[src/rtl/sap1_bist_pkg.sv]
// -----------------------------------------------------------------------------
// sap1_bist_pkg
// Shared types and the March C- element table for the RAM BIST sequencer.
//   march_op_e    : the four march operations (write/read of background 0/1)
//   bist_state_e  : sequencer states
//   elem_info()   : direction and operation list of each march element
//   elem_up()     : direction of an element, used to pick its start address
// -----------------------------------------------------------------------------
package sap1_bist_pkg;

   typedef enum logic [1:0] {W0, W1, R0, R1} march_op_e;

   typedef enum logic [1:0] {IDLE, RUN, DRAIN, DONE} bist_state_e;

   localparam int NUM_ELEM = 6;
   localparam int ELEM_W   = 3;

   typedef struct packed {
      logic      up;        // 1: address 0..DEPTH-1, 0: DEPTH-1..0
      logic      two_ops;   // element is a read-then-write pair
      march_op_e op0;
      march_op_e op1;
   } march_elem_t;

   // March C-: {up(w0); up(r0,w1); up(r1,w0); down(r0,w1); down(r1,w0); up(r0)}
   function automatic march_elem_t elem_info(input logic [ELEM_W-1:0] idx);
      march_elem_t e;
      case (idx)
         3'd0:    e = '{up: 1'b1, two_ops: 1'b0, op0: W0, op1: W0};
         3'd1:    e = '{up: 1'b1, two_ops: 1'b1, op0: R0, op1: W1};
         3'd2:    e = '{up: 1'b1, two_ops: 1'b1, op0: R1, op1: W0};
         3'd3:    e = '{up: 1'b0, two_ops: 1'b1, op0: R0, op1: W1};
         3'd4:    e = '{up: 1'b0, two_ops: 1'b1, op0: R1, op1: W0};
         default: e = '{up: 1'b1, two_ops: 1'b0, op0: R0, op1: R0};
      endcase
      return e;
   endfunction

   function automatic logic elem_up(input logic [ELEM_W-1:0] idx);
      return (idx != 3'd3) && (idx != 3'd4);
   endfunction

   function automatic logic op_is_write(input march_op_e op);
      return (op == W0) || (op == W1);
   endfunction

   // Operation targets the inverted background
   function automatic logic op_is_one(input march_op_e op);
      return (op == W1) || (op == R1);
   endfunction

endpackage

[src/rtl/bist_cmp.sv]
// -----------------------------------------------------------------------------
// bist_cmp
// Registered read-compare stage with first-fail capture.
//   clk, reset   : clock, asynchronous active-high reset
//   clear        : new test accepted; forget previous failure
//   flush        : cancel; drop any read still waiting for its compare
//   rd_issue     : a RAM read is issued this cycle
//   rd_exp/addr/elem : expected data and location of that read
//   rd_data      : RAM read data, valid the cycle after rd_issue
//   mismatch     : compare result this cycle (combinational)
//   fail_seen    : a mismatch has been seen since clear
//   fail_addr/elem : location of the first mismatch
// -----------------------------------------------------------------------------
module bist_cmp
   import sap1_bist_pkg::*;
#(
   parameter int WIDTH  = 64,
   parameter int ADDR_W = 3
) (
   input  logic              clk,
   input  logic              reset,
   input  logic              clear,
   input  logic              flush,
   input  logic              rd_issue,
   input  logic [WIDTH-1:0]  rd_exp,
   input  logic [ADDR_W-1:0] rd_addr,
   input  logic [ELEM_W-1:0] rd_elem,
   input  logic [WIDTH-1:0]  rd_data,
   output logic              mismatch,
   output logic              fail_seen,
   output logic [ADDR_W-1:0] fail_addr,
   output logic [ELEM_W-1:0] fail_elem
);

   logic              pend_q, pend_d;
   logic [WIDTH-1:0]  exp_q, exp_d;
   logic [ADDR_W-1:0] cap_addr_q, cap_addr_d;
   logic [ELEM_W-1:0] cap_elem_q, cap_elem_d;
   logic              seen_q, seen_d;
   logic [ADDR_W-1:0] faddr_q, faddr_d;
   logic [ELEM_W-1:0] felem_q, felem_d;

   assign mismatch = pend_q && (rd_data != exp_q);

   always_comb begin
      pend_d     = rd_issue && !flush;
      exp_d      = rd_issue ? rd_exp  : exp_q;
      cap_addr_d = rd_issue ? rd_addr : cap_addr_q;
      cap_elem_d = rd_issue ? rd_elem : cap_elem_q;
      seen_d     = seen_q;
      faddr_d    = faddr_q;
      felem_d    = felem_q;
      if (clear) begin
         seen_d  = 1'b0;
         faddr_d = '0;
         felem_d = '0;
      end else if (mismatch && !seen_q) begin
         // only the first failure is kept
         seen_d  = 1'b1;
         faddr_d = cap_addr_q;
         felem_d = cap_elem_q;
      end
   end

   always_ff @(posedge clk or posedge reset) begin
      if (reset) begin
         pend_q  <= 1'b0;
         seen_q  <= 1'b0;
         faddr_q <= '0;
         felem_q <= '0;
      end else begin
         pend_q  <= pend_d;
         seen_q  <= seen_d;
         faddr_q <= faddr_d;
         felem_q <= felem_d;
      end
   end

   // payload is qualified by pend_q, so it needs no reset
   always_ff @(posedge clk) begin
      exp_q      <= exp_d;
      cap_addr_q <= cap_addr_d;
      cap_elem_q <= cap_elem_d;
   end

   assign fail_seen = seen_q;
   assign fail_addr = faddr_q;
   assign fail_elem = felem_q;

endmodule

[src/rtl/mem_bist_ctrl.sv]
// -----------------------------------------------------------------------------
// mem_bist_ctrl
// March C- BIST sequencer for the fifo_8x64 RAM BIST port. On start it runs
// the six march elements over every address with one access per cycle,
// compares every read, and reports pass plus the first failing address/element.
//   clk, reset        : clock, asynchronous active-high reset
//   start, abort      : start request (IDLE only), synchronous cancel
//   busy, done, pass  : status; done is a 1-cycle pulse, pass valid from done
//   fail_addr/elem    : first mismatch location
//   bist_en/we/addr/wr_data : RAM BIST access port
//   bist_rd_data      : RAM read data, one cycle after the read access
// -----------------------------------------------------------------------------
module mem_bist_ctrl
   import sap1_bist_pkg::*;
#(
   parameter int               DEPTH        = 8,
   parameter int               WIDTH        = 64,
   parameter int               ADDR_W       = 3,
   parameter logic [WIDTH-1:0] BG_PATTERN   = '0,
   parameter bit               STOP_ON_FAIL = 1'b1
) (
   input  logic              clk,
   input  logic              reset,
   input  logic              start,
   input  logic              abort,
   output logic              busy,
   output logic              done,
   output logic              pass,
   output logic [ADDR_W-1:0] fail_addr,
   output logic [2:0]        fail_elem,
   output logic              bist_en,
   output logic              bist_we,
   output logic [ADDR_W-1:0] bist_addr,
   output logic [WIDTH-1:0]  bist_wr_data,
   input  logic [WIDTH-1:0]  bist_rd_data
);

   localparam logic [ADDR_W-1:0] ADDR_MAX = ADDR_W'(DEPTH - 1);
   localparam logic [ELEM_W-1:0] LAST_ELEM = ELEM_W'(NUM_ELEM - 1);

   bist_state_e       state_q, state_d;
   logic [ELEM_W-1:0] elem_q, elem_d;
   logic [ADDR_W-1:0] addr_q, addr_d;
   logic              opi_q, opi_d;     // position inside a read-then-write pair
   logic              pass_q, pass_d;

   march_elem_t       cur;
   march_op_e         op;
   logic [ADDR_W-1:0] last_addr;
   logic              start_ok;
   logic              stop;
   logic              access;
   logic              is_wr;
   logic [WIDTH-1:0]  op_data;
   logic              mismatch;
   logic              fail_seen;

   assign cur       = elem_info(elem_q);
   assign op        = opi_q ? cur.op1 : cur.op0;
   assign last_addr = cur.up ? ADDR_MAX : '0;
   assign start_ok  = (state_q == IDLE) && start && !abort;
   // a mismatch suppresses the access in the same cycle when stopping early
   assign stop      = STOP_ON_FAIL && mismatch;
   assign access    = (state_q == RUN) && !stop;
   assign is_wr     = op_is_write(op);
   assign op_data   = op_is_one(op) ? ~BG_PATTERN : BG_PATTERN;

   always_comb begin
      state_d = state_q;
      elem_d  = elem_q;
      addr_d  = addr_q;
      opi_d   = opi_q;
      case (state_q)
         IDLE: begin
            if (start_ok) begin
               state_d = RUN;
               elem_d  = '0;
               addr_d  = '0;
               opi_d   = 1'b0;
            end
         end
         RUN: begin
            if (stop) begin
               state_d = DONE;
            end else if (!cur.two_ops || opi_q) begin
               opi_d = 1'b0;
               if (addr_q == last_addr) begin
                  if (elem_q == LAST_ELEM) begin
                     state_d = DRAIN;
                     elem_d  = '0;
                     addr_d  = '0;
                  end else begin
                     elem_d = elem_q + 3'd1;
                     addr_d = elem_up(elem_q + 3'd1) ? '0 : ADDR_MAX;
                  end
               end else begin
                  addr_d = cur.up ? addr_q + 1'b1 : addr_q - 1'b1;
               end
            end else begin
               opi_d = 1'b1;
            end
         end
         DRAIN:   state_d = DONE;
         DONE:    state_d = IDLE;
         default: state_d = IDLE;
      endcase
      if (abort) state_d = IDLE;

      // pass is set on entry to DONE so it is already valid with the done pulse
      pass_d = pass_q;
      if (start_ok || abort)
         pass_d = 1'b0;
      else if (state_d == DONE && state_q != DONE)
         pass_d = !(fail_seen || mismatch);
   end

   always_ff @(posedge clk or posedge reset) begin
      if (reset) begin
         state_q <= IDLE;
         elem_q  <= '0;
         addr_q  <= '0;
         opi_q   <= 1'b0;
         pass_q  <= 1'b0;
      end else begin
         state_q <= state_d;
         elem_q  <= elem_d;
         addr_q  <= addr_d;
         opi_q   <= opi_d;
         pass_q  <= pass_d;
      end
   end

   bist_cmp #(
      .WIDTH  (WIDTH),
      .ADDR_W (ADDR_W)
   ) u_cmp (
      .clk       (clk),
      .reset     (reset),
      .clear     (start_ok),
      .flush     (abort),
      .rd_issue  (access && !is_wr),
      .rd_exp    (op_data),
      .rd_addr   (addr_q),
      .rd_elem   (elem_q),
      .rd_data   (bist_rd_data),
      .mismatch  (mismatch),
      .fail_seen (fail_seen),
      .fail_addr (fail_addr),
      .fail_elem (fail_elem)
   );

   assign busy         = (state_q == RUN) || (state_q == DRAIN);
   assign done         = (state_q == DONE);
   assign pass         = pass_q;
   assign bist_en      = access;
   assign bist_we      = access && is_wr;
   assign bist_addr    = access ? addr_q : '0;
   assign bist_wr_data = (access && is_wr) ? op_data : '0;

endmodule

[config.mk]
export PLATFORM = sky130hd
export DESIGN_NAME = mem_bist_ctrl
export DESIGN_NICKNAME = d
export VERILOG_FILES = /design/src/rtl/sap1_bist_pkg.sv /design/src/rtl/bist_cmp.sv /design/src/rtl/mem_bist_ctrl.sv
export SDC_FILE = /design/constraint.sdc
export NUM_CORES = 1
export LEC_CHECK = 0
export BUFFER_PORTS_ARGS = -buffer_cell sky130_fd_sc_hd__buf_2
export CAP_MARGIN = 20
export CELL_PAD_IN_SITES_DETAIL_PLACEMENT = 0
export CELL_PAD_IN_SITES_GLOBAL_PLACEMENT = 1
export CORE_MARGIN = 1.5
export CORE_UTILIZATION = 30
export DETAILED_ROUTE_END_ITERATION = 10
export PLACE_DENSITY_LB_ADDON = 0.1
export SYNTH_ARGS = -nofsm -noshare
export SYNTH_HDL_FRONTEND = slang
export SYNTH_SLANG_ARGS = --single-unit
[constraint.sdc]
create_clock -name clk -period 6.4 [get_ports clk]
set_clock_uncertainty 0.2 [all_clocks]
set_input_delay 0.64 -clock clk [delete_from_list [all_inputs] [get_ports clk]]
set_output_delay 0.64 -clock clk [all_outputs]
set_load 0.005 [all_outputs]
==> results.json, run 1 <==
{
  "syn2layout_area_growth_pct": 17.9,
  "dieArea_um2": 8220,
  "critPathLaunchType": "input pin",
  "path_cells": "buf_2 -> or4_1 -> nor4_1 -> o22ai_1 -> o41ai_4 -> buf_4 -> nand2_1 -> nor2_2 -> buf_4 -> buf_2",
  "setup_violations": 0,
  "synth_top_area_frac": 0.205,
  "portBuffers": 145,
  "clkTransAtPathRegs_ps": 90,
  "rsz0062_at_grt": "no",
  "yosys_warnings": 0,
  "tns_ps": 0,
  "syn_inst": 274,
  "status": "finished clean",
  "antenna_found_initial": 0,
  "cts-root-buf": "clkbuf_8",
  "ys_seq_area_frac": 0.286,
  "setup.worst_path.class": "input pin to primary output",
  "route.detailed.drc": 0,
  "gp_congestion": 0.745,
  "grt_overflow": 0,
  "drive_above_1_share": 0.444,
  "synth-seq-cells": 25,
  "num_rows": 31,
  "cts_hold_buf": 0,
  "cap_violations": 0,
  "ctsResizeCount": 0,
  "hp-class": "input pin to asynchronous set/reset pin",
  "cts_setup_buffers": 0,
  "hold_violations": 0,
  "wirelength_um": 6100,
  "synthFlopType": "dfrtp_1",
  "drtIter0Drc": 43,
  "fin_total_pwr_mw": 0.485,
  "core_um2": 7330,
  "worstPathMaxFanout": 64,
  "cts_inserted_buffers": 3,
  "htree_levels": 1,
  "finalMaxSlewViolations": 0,
  "clk_latency_ps": 280,
  "dp_hpwl_um": 4830,
  "pwr_density_cell_nw_per_um2": 179,
  "crit_slowest_cell": "or4_1",
  "antenna_left": 0,
  "ys_types": 50,
  "post_drt_via_cell_ratio": 4.97,
  "grt_usage": 0.146,
  "ios": 146,
  "wl_per_cell_um": 13.5,
  "grt_pass1_wl_um": 9900,
  "ir_worst_vdd_mv": 0.104,
  "nets": 429,
  "n_antenna_cell": 0,
  "grt_max_degree": 65,
  "num_vias": 2250,
  "avgSynthCellArea_um2": 8.42,
  "period_needed_ps": 4010,
  "die_h_um": 90.7,
  "p_leak_nw": 1.39,
  "dp_slack_ps": 2340,
  "max_slew_margin": 0.494,
  "syn-cell-area_um2": 2310,
  "start_util": 0.315,
  "synth.area.top_cells": "buf_4 21%, dfrtp_1 20%, edfxtp_1 9.1%",
  "cts_max_path_buffers": 2,
  "fin_ws_ps": 2390,
  "crit_path_end_kind": "primary output",
  "synthArstFlopShare": 0.720,
  "die_x_um": 90.7,
  "clock-sinks": 25,
  "synth_nets": 348,
  "slowest_delay_ps": 510,
  "grt_pass1_vias": 2000,
  "worst-slew-pin-transition_ps": 759,
  "synth_edf_count": 7,
  "cp_top_family": "simple AND/OR/NAND/NOR gates",
  "max_freq_mhz": 249,
  "worst-path-buf-inv": 4,
  "crit_required_ps": 5560,
  "r2r_setup_slack_ps": 3300,
  "cts_tree": "done",
  "worstPathArrival_ps": 3170,
  "firstDrtPassIters": 5,
  "fin_util": 0.371,
  "post-synth-top-area-cell": "buf_4",
  "timing.final.crit_share": 0.627
}
## final cells by class
| cell class | count | area, um2 |
|---|---|---|
| clock buffer | 3 | 41.3 |
| clock inverter | 1 | 7.51 |
| fill | 785 | 4610 |
| inverter | 9 | 33.8 |
| multi-input combinational | 169 | 1110 |
| sequential | 25 | 661 |
| tap | 99 | 124 |
| timing repair buffer | 147 | 741 |
## state kept, by name, indices dropped and copies added, names as in the netlist
signal            flops
addr_q                3
elem_q                3
u_cmp.cap_addr_q      3
u_cmp.cap_elem_q      3
u_cmp.fail_addr       3
u_cmp.fail_elem       3
state_q               2
opi_q                 1
pass                  1
u_cmp.exp_q           1
u_cmp.fail_seen       1
u_cmp.pend_q          1
## cell usage in the layout (no fill, tap or decap), drive strengths merged, types with 2 or more instances in the layout
master,Yosys,routed
o22ai,4,4
edfxtp,7,7
a21oi,5,5
nand3b,4,4
dfrtp,18,18
nor4,9,9
inv,9,9
clkbuf,7,3
a21boi,7,7
o211ai,4,4
nor2,7,7
nand2b,2,2
or4,10,10
ha,5,5
nand3,19,19
a211o,3,3
and3,6,6
or3,10,10
a31o,2,2
buf,64,147
nand4,8,8
nor3,10,10
o21ai,15,15
nand2,17,17
a2111oi,3,3
## cells by family (layout without fill, tap and decap cells)
logic type / Yosys count / count (layout) / share of synthesized area
buffers and inverters: 80 / 160 / 0.233
and+or+nand+nor: 106 / 106 / 0.260
AOI/OAI and AO/OA: 55 / 55 / 0.176
DFF: 25 / 25 / 0.286
adders and majority gates: 6 / 6 / 0.0358
xor gates and xnor gates: 1 / 1 / 0.00380
muxes: 1 / 1 / 0.00434
## power by group
group	internal [mW]	switching, mW	total, mW
clock	0.0443	0.0557	0.100
sequential	0.190	0.0367	0.227
combinational	0.0707	0.0878	0.158
## cell usage after synthesis (2+ instances only)
| master | n |
|---|---|
| a2111oi_0 | 3 |
| a211o_1 | 3 |
| a21boi_1 | 7 |
| a21oi_1 | 5 |
| a31o_1 | 2 |
| and3_1 | 6 |
| buf_4 | 63 |
| clkbuf_1 | 7 |
| dfrtp_1 | 18 |
| edfxtp_1 | 7 |
| ha_1 | 5 |
| inv_1 | 8 |
| nand2_1 | 17 |
| nand2b_1 | 2 |
| nand3_1 | 19 |
| nand3b_1 | 4 |
| nand4_1 | 8 |
| nor2_1 | 7 |
| nor3_1 | 10 |
| nor4_1 | 8 |
| o211ai_1 | 4 |
| o21ai_0 | 5 |
| o21ai_1 | 9 |
| o22ai_1 | 4 |
| or3_1 | 10 |
| or4_1 | 9 |
## metal layers
metal,GRT usage,routed length [um],up-vias
met4,0.0212,53,0
li1,-,-,1117
met3,0.0236,338,11
met1,0.167,2550,1032
met5,0,0,-
met2,0.286,3150,90
## stage by stage
step           std cells  hold slack (ps)  instance area [um2]
2_1_floorplan        274              261                 2310
6_report             453              278                 2720
3_3_place_gp         449              313                 2670
4_1_cts              453              324                 2720
5_1_grt              453              355                 2720
3_5_place_dp         449              314                 2670
## final timing paths
path,from,endpoint,depth (start not counted)
max reg2reg,u_cmp.exp_q[62]$_DFFE_PP_,pass$_DFFE_PP0P_,6
min reg2reg,u_cmp.cap_addr_q[0]$_DFFE_PP_,u_cmp.fail_addr[0]$_DFFE_PP0P_,2
max in group asynchronous,reset,u_cmp.fail_elem[1]$_DFFE_PP0P_,2
max,bist_rd_data[34],bist_wr_data[37],10
min,reset,u_cmp.fail_elem[2]$_DFFE_PP0P_,2
min in group clk,u_cmp.cap_addr_q[0]$_DFFE_PP_,u_cmp.fail_addr[0]$_DFFE_PP0P_,2
Power figures use the tool's default switching activity.
==> run 2: changes to the inputs <==
- clock period: 6.4 -> 4.1 ns (I/O delays scaled with it)
==> run 2 against run 1 <==
Cell count grew 0.22%. Critical endpoint is now bist_wr_data[50]. Sequential share of layout area is 0.11 points lower. Via count down 0.22%. Design area increased by 0.46%. Register-to-register slack worse by 2300 ps. Critical path depth is 2 lower. Flip-flop and latch count unchanged. Total power grew 60%. Setup slack lost 2000 ps. Utilization grew 0.17 points. Clock-buffer cell count unchanged.
==> results.json, run 2 (synthesis results as in run 1) <==
{
  "num_rows": 31,
  "start_util": 0.315,
  "worstPathArrival_ps": 3080,
  "cp_top_family": "simple AND/OR/NAND/NOR gates",
  "clk_latency_ps": 280,
  "r2r_setup_slack_ps": 950,
  "htree_levels": 1,
  "cts_max_path_buffers": 2,
  "path_cells": "or3_1 -> nor4_1 -> o22ai_1 -> o41ai_4 -> nand2_1 -> nor2_4 -> buf_4 -> buf_2",
  "finalMaxSlewViolations": 0,
  "tns_ps": 0,
  "slowest_delay_ps": 620,
  "n_fill_cell": 783,
  "post_drt_via_cell_ratio": 4.94,
  "die_h_um": 90.7,
  "final_area_um2": 2730,
  "setup.worst_path.class": "flip-flop to primary output",
  "grt_usage": 0.150,
  "timing.final.crit_share": 0.900,
  "drive_above_1_share": 0.445,
  "final_cell_mix": "145 x buf_2, 19 x nand3_1, 18 x dfrtp_1, 17 x nand2_1",
  "clkTransAtPathRegs_ps": 100,
  "hold_slack_ps": 44.5,
  "dieArea_um2": 8220,
  "status": "finished clean",
  "grt_pass1_wl_um": 10200,
  "grt_max_degree": 65,
  "rsz0062_at_grt": "no",
  "nets": 430,
  "pwr_density_cell_nw_per_um2": 284,
  "dp_cells": 450,
  "firstDrtPassIters": 4,
  "setup_violations": 0,
  "worst-slew-pin-transition_ps": 770,
  "hp-class": "input pin to asynchronous set/reset pin",
  "core_um2": 7330,
  "cts_tree": "done",
  "max_freq_mhz": 271,
  "layout_commonest_cell": "buf_2",
  "grt_pass1_vias": 1938,
  "max_slew_margin": 0.486,
  "num_vias": 2245,
  "stdcell_count": 454,
  "syn2layout_area_growth_pct": 18.4,
  "ctsResizeCount": 0,
  "crit_slowest_cell": "edfxtp_1",
  "detailed_place.area_um2": 2680,
  "cts_inserted_buffers": 3,
  "die_x_um": 90.7,
  "period_needed_ps": 3690,
  "dp_hpwl_um": 4900,
  "cts_hold_buf": 0,
  "hold_violations": 0,
  "ios": 146,
  "ir_worst_vdd_mv": 0.175,
  "cts-root-buf": "clkbuf_8",
  "gp_congestion": 0.754,
  "worstPathMaxFanout": 64,
  "wirelength_um": 6360,
  "worst-path-buf-inv": 2,
  "portBuffers": 145,
  "p_leak_nw": 1.40,
  "crit_path_end_kind": "primary output",
  "grt_overflow": 0,
  "cap_violations": 0,
  "wl_per_cell_um": 14.0,
  "drtIter0Drc": 69,
  "n_antenna_cell": 0,
  "antenna_left": 0,
  "clock-sinks": 25,
  "route.detailed.drc": 0,
  "cts_setup_buffers": 0,
  "antenna_found_initial": 0,
  "crit_required_ps": 3490,
  "critPathLaunchType": "flip-flop"
}
==> run 2: changes by cell type in the layout (fill, tap and decap cells not counted) <==
cell,change
nor2_2,-1
nor2_4,+1
buf_4,+1
==> run 2: layer usage <==
layer | vias up | global-route usage | share of wire
met4 | 0 | 0.0291 | 0.0072
met1 | 1038 | 0.204 | 0.47
met5 | - | 0 | 0
met2 | 81 | 0.254 | 0.48
met3 | 6 | 0.0210 | 0.052
li1 | 1120 | - | -
==> run 2: where the power goes <==
part	internal, mW	switching, mW	leakage, nW
sequential	0.297	0.0597	0.313
combinational	0.114	0.143	1.06
clock	0.0693	0.0941	0.0217
==> run 2: metrics by stage <==
stage	total power [mW]	setup WS, ps	utilization
2_1_floorplan	0.511	297	-
3_5_place_dp	0.619	599	0.366
4_1_cts	0.782	340	0.372
5_1_grt	0.831	176	0.372
3_3_place_gp	0.617	686	0.366
6_report	0.777	409	0.372
==> run 2: final timing paths <==
| kind | from | to | depth (start not counted) |
|---|---|---|---|
| setup / recovery | u_cmp.exp_q[62]$_DFFE_PP_ | bist_wr_data[50] | 8 |
| hold / removal | reset | state_q[0]$_DFF_PP0_ | 2 |
| setup reg to reg | u_cmp.exp_q[62]$_DFFE_PP_ | pass$_DFFE_PP0P_ | 6 |
| hold reg to reg | u_cmp.cap_addr_q[1]$_DFFE_PP_ | u_cmp.fail_addr[1]$_DFFE_PP0P_ | 2 |
| max in group asynchronous | reset | u_cmp.fail_addr[0]$_DFFE_PP0P_ | 2 |
| min in group clk | abort | state_q[1]$_DFF_PP0_ | 2 |
==> run 2: layout make-up <==
| cell class | instances | area (um2) | share of cell area |
|---|---|---|---|
| tap | 99 | 124 | 0.0454 |
| multi-input combinational | 169 | 1110 | 0.408 |
| clock inverter | 1 | 7.51 | 0.00275 |
| inverter | 9 | 33.8 | 0.0124 |
| clock buffer | 3 | 41.3 | 0.0151 |
| sequential | 25 | 661 | 0.242 |
| timing repair buffer | 148 | 748 | 0.274 |
==> run 3: changes to the inputs <==
- RECOVER_POWER: not set -> 25
- clock period: 4.1 -> 4.2 ns (I/O delays scaled with it)
==> run 3 against run 2 <==
Sequential power shrank 2%. Register-to-register slack gained 160 ps. Clock power shrank 4%. First-iteration DRC count grew 20%. Global-route usage shrank 0.31 points. Setup slack gained 140 ps. Total power shrank 3.1%. Utilization shrank 0.085 points. Clock-buffer cell count is the same. Largest power group unchanged. Highest routed layer unchanged.
==> results.json, run 3 (synthesis results as in run 1) <==
{
  "p_comb_frac": 0.329,
  "grt_pass1_vias": 1922,
  "clk_latency_ps": 280,
  "antenna_left": 0,
  "cts_inserted_buffers": 3,
  "dp_hpwl_um": 4880,
  "fin_total_pwr_mw": 0.752,
  "dieArea_um2": 8220,
  "crit_path_end_kind": "primary output",
  "gp_congestion": 0.754,
  "clockPowerShare": 0.208,
  "drtIter0Drc": 83,
  "nets": 430,
  "cts_hold_buf": 0,
  "period_needed_ps": 3650,
  "syn2layout_area_growth_pct": 18.1,
  "worstPathArrival_ps": 3030,
  "final_cell_mix": "140 x buf_2, 19 x nand3_1, 18 x dfrtp_1, 17 x nand2_1",
  "r2r-end": "pass$_DFFE_PP0P_",
  "critPathLaunchType": "flip-flop",
  "clock-sinks": 25,
  "finalMaxSlewViolations": 0,
  "wl_per_cell_um": 13.8,
  "switching_share": 0.380,
  "portBuffers": 145,
  "firstDrtPassIters": 4,
  "detailed_place.area_um2": 2680,
  "pwr_density_cell_nw_per_um2": 276,
  "start_util": 0.315,
  "timing.final.crit_share": 0.869,
  "ios": 146,
  "grt_overflow": 0,
  "n_fill_cell": 778,
  "switchingPower_mw": 0.286,
  "setup_violations": 0,
  "tns_ps": 0,
  "route.detailed.drc": 0,
  "grt_usage": 0.147,
  "cap_violations": 0,
  "layout_commonest_cell": "buf_2",
  "wirelength_um": 6240,
  "num_rows": 31,
  "post_drt_via_cell_ratio": 4.92,
  "worstPathMaxFanout": 64,
  "num_vias": 2234,
  "hp-class": "input pin to asynchronous set/reset pin",
  "pwr-share-seq": 0.463,
  "rsz0062_at_grt": "no",
  "final_area_um2": 2720,
  "crit_required_ps": 3580,
  "cell_internal_pwr_mw": 0.466,
  "worst-slew-pin-transition_ps": 770,
  "r2r_start": "u_cmp.exp_q[62]$_DFFE_PP_",
  "cts_setup_buffers": 0,
  "max_freq_mhz": 274,
  "cts-root-buf": "clkbuf_8",
  "max_slew_margin": 0.486,
  "grt_pass1_wl_um": 10000,
  "drive_above_1_share": 0.431,
  "die_x_um": 90.7,
  "grt_max_degree": 65,
  "antenna_found_initial": 0,
  "reg2reg_depth": 6,
  "htree_levels": 1,
  "die_h_um": 90.7,
  "clkTransAtPathRegs_ps": 100,
  "setup.worst_path.class": "flip-flop to primary output",
  "cts_tree": "done",
  "cts_max_path_buffers": 2,
  "n_antenna_cell": 0,
  "ctsResizeCount": 0,
  "ir_worst_vdd_mv": 0.193,
  "core_um2": 7330,
  "hold_violations": 0,
  "p_leak_nw": 1.38,
  "r2r_setup_slack_ps": 1110,
  "status": "finished clean"
}
run 3: cell type report:
type,count,area [um2],share of cell area
Clock inverter,1,7.51,0.00276
Inverter,9,33.8,0.0124
Timing Repair Buffer,148,742,0.272
Clock buffer,3,41.3,0.0152
Multi-Input combinational cell,169,1110,0.409
Tap cell,99,124,0.0455
Sequential cell,25,661,0.243
run 3: layer usage:
layer	global-route usage	vias to the layer above	part of all wire
met5	0	-	0
met4	0.0159	0	0.0030
met1	0.191	1032	0.45
met3	0.0244	2	0.057
met2	0.262	79	0.49
li1	-	1121	-
run 3: power groups by stage:
stage | Sequential [mW] | Combinational, mW | Clock (mW)
2_1_floorplan | 0.329 | 0.171 | 0
3_3_place_gp | 0.353 | 0.249 | 0
3_5_place_dp | 0.354 | 0.250 | 0
4_1_cts | 0.349 | 0.252 | 0.161
5_1_grt | 0.361 | 0.278 | 0.171
6_report | 0.348 | 0.247 | 0.157
run 3: critical path: stages, from the launching register on:
cell and delay [ps]:
edfxtp_1 610, or3_1 430, nor4_1 210, o22ai_1 200, o41ai_4 400, nand2_1 190, nor2_4 140, buf_4 350
buf_2 190
run 3: worst max-delay path by stage:
| stage | startpoint | endpoint | slack, ps | depth (start not counted) |
|---|---|---|---|---|
| 6_report | u_cmp.exp_q[62]$_DFFE_PP_ | bist_wr_data[34] | 550 | 8 |
| 3_5_place_dp | bist_rd_data[58] | bist_wr_data[59] | 700 | 9 |
| 4_1_cts | u_cmp.exp_q[62]$_DFFE_PP_ | bist_wr_data[59] | 460 | 8 |
| 5_1_grt | u_cmp.exp_q[62]$_DFFE_PP_ | bist_wr_data[29] | 280 | 8 |
| 3_3_place_gp | bist_rd_data[58] | bist_wr_data[42] | 770 | 9 |
| 2_1_floorplan | bist_rd_data[10] | bist_wr_data[10] | 380 | 8 |
run 3: stage by stage:
stage / hold WS (ps) / worst slack [ps] / std cells / utilization
2_1_floorplan: 159 / 377 / 274 / -
3_3_place_gp: 313 / 766 / 450 / 0.366
3_5_place_dp: 320 / 699 / 450 / 0.366
4_1_cts: 103 / 462 / 454 / 0.372
5_1_grt: 140 / 276 / 454 / 0.372
6_report: 64.2 / 549 / 454 / 0.372
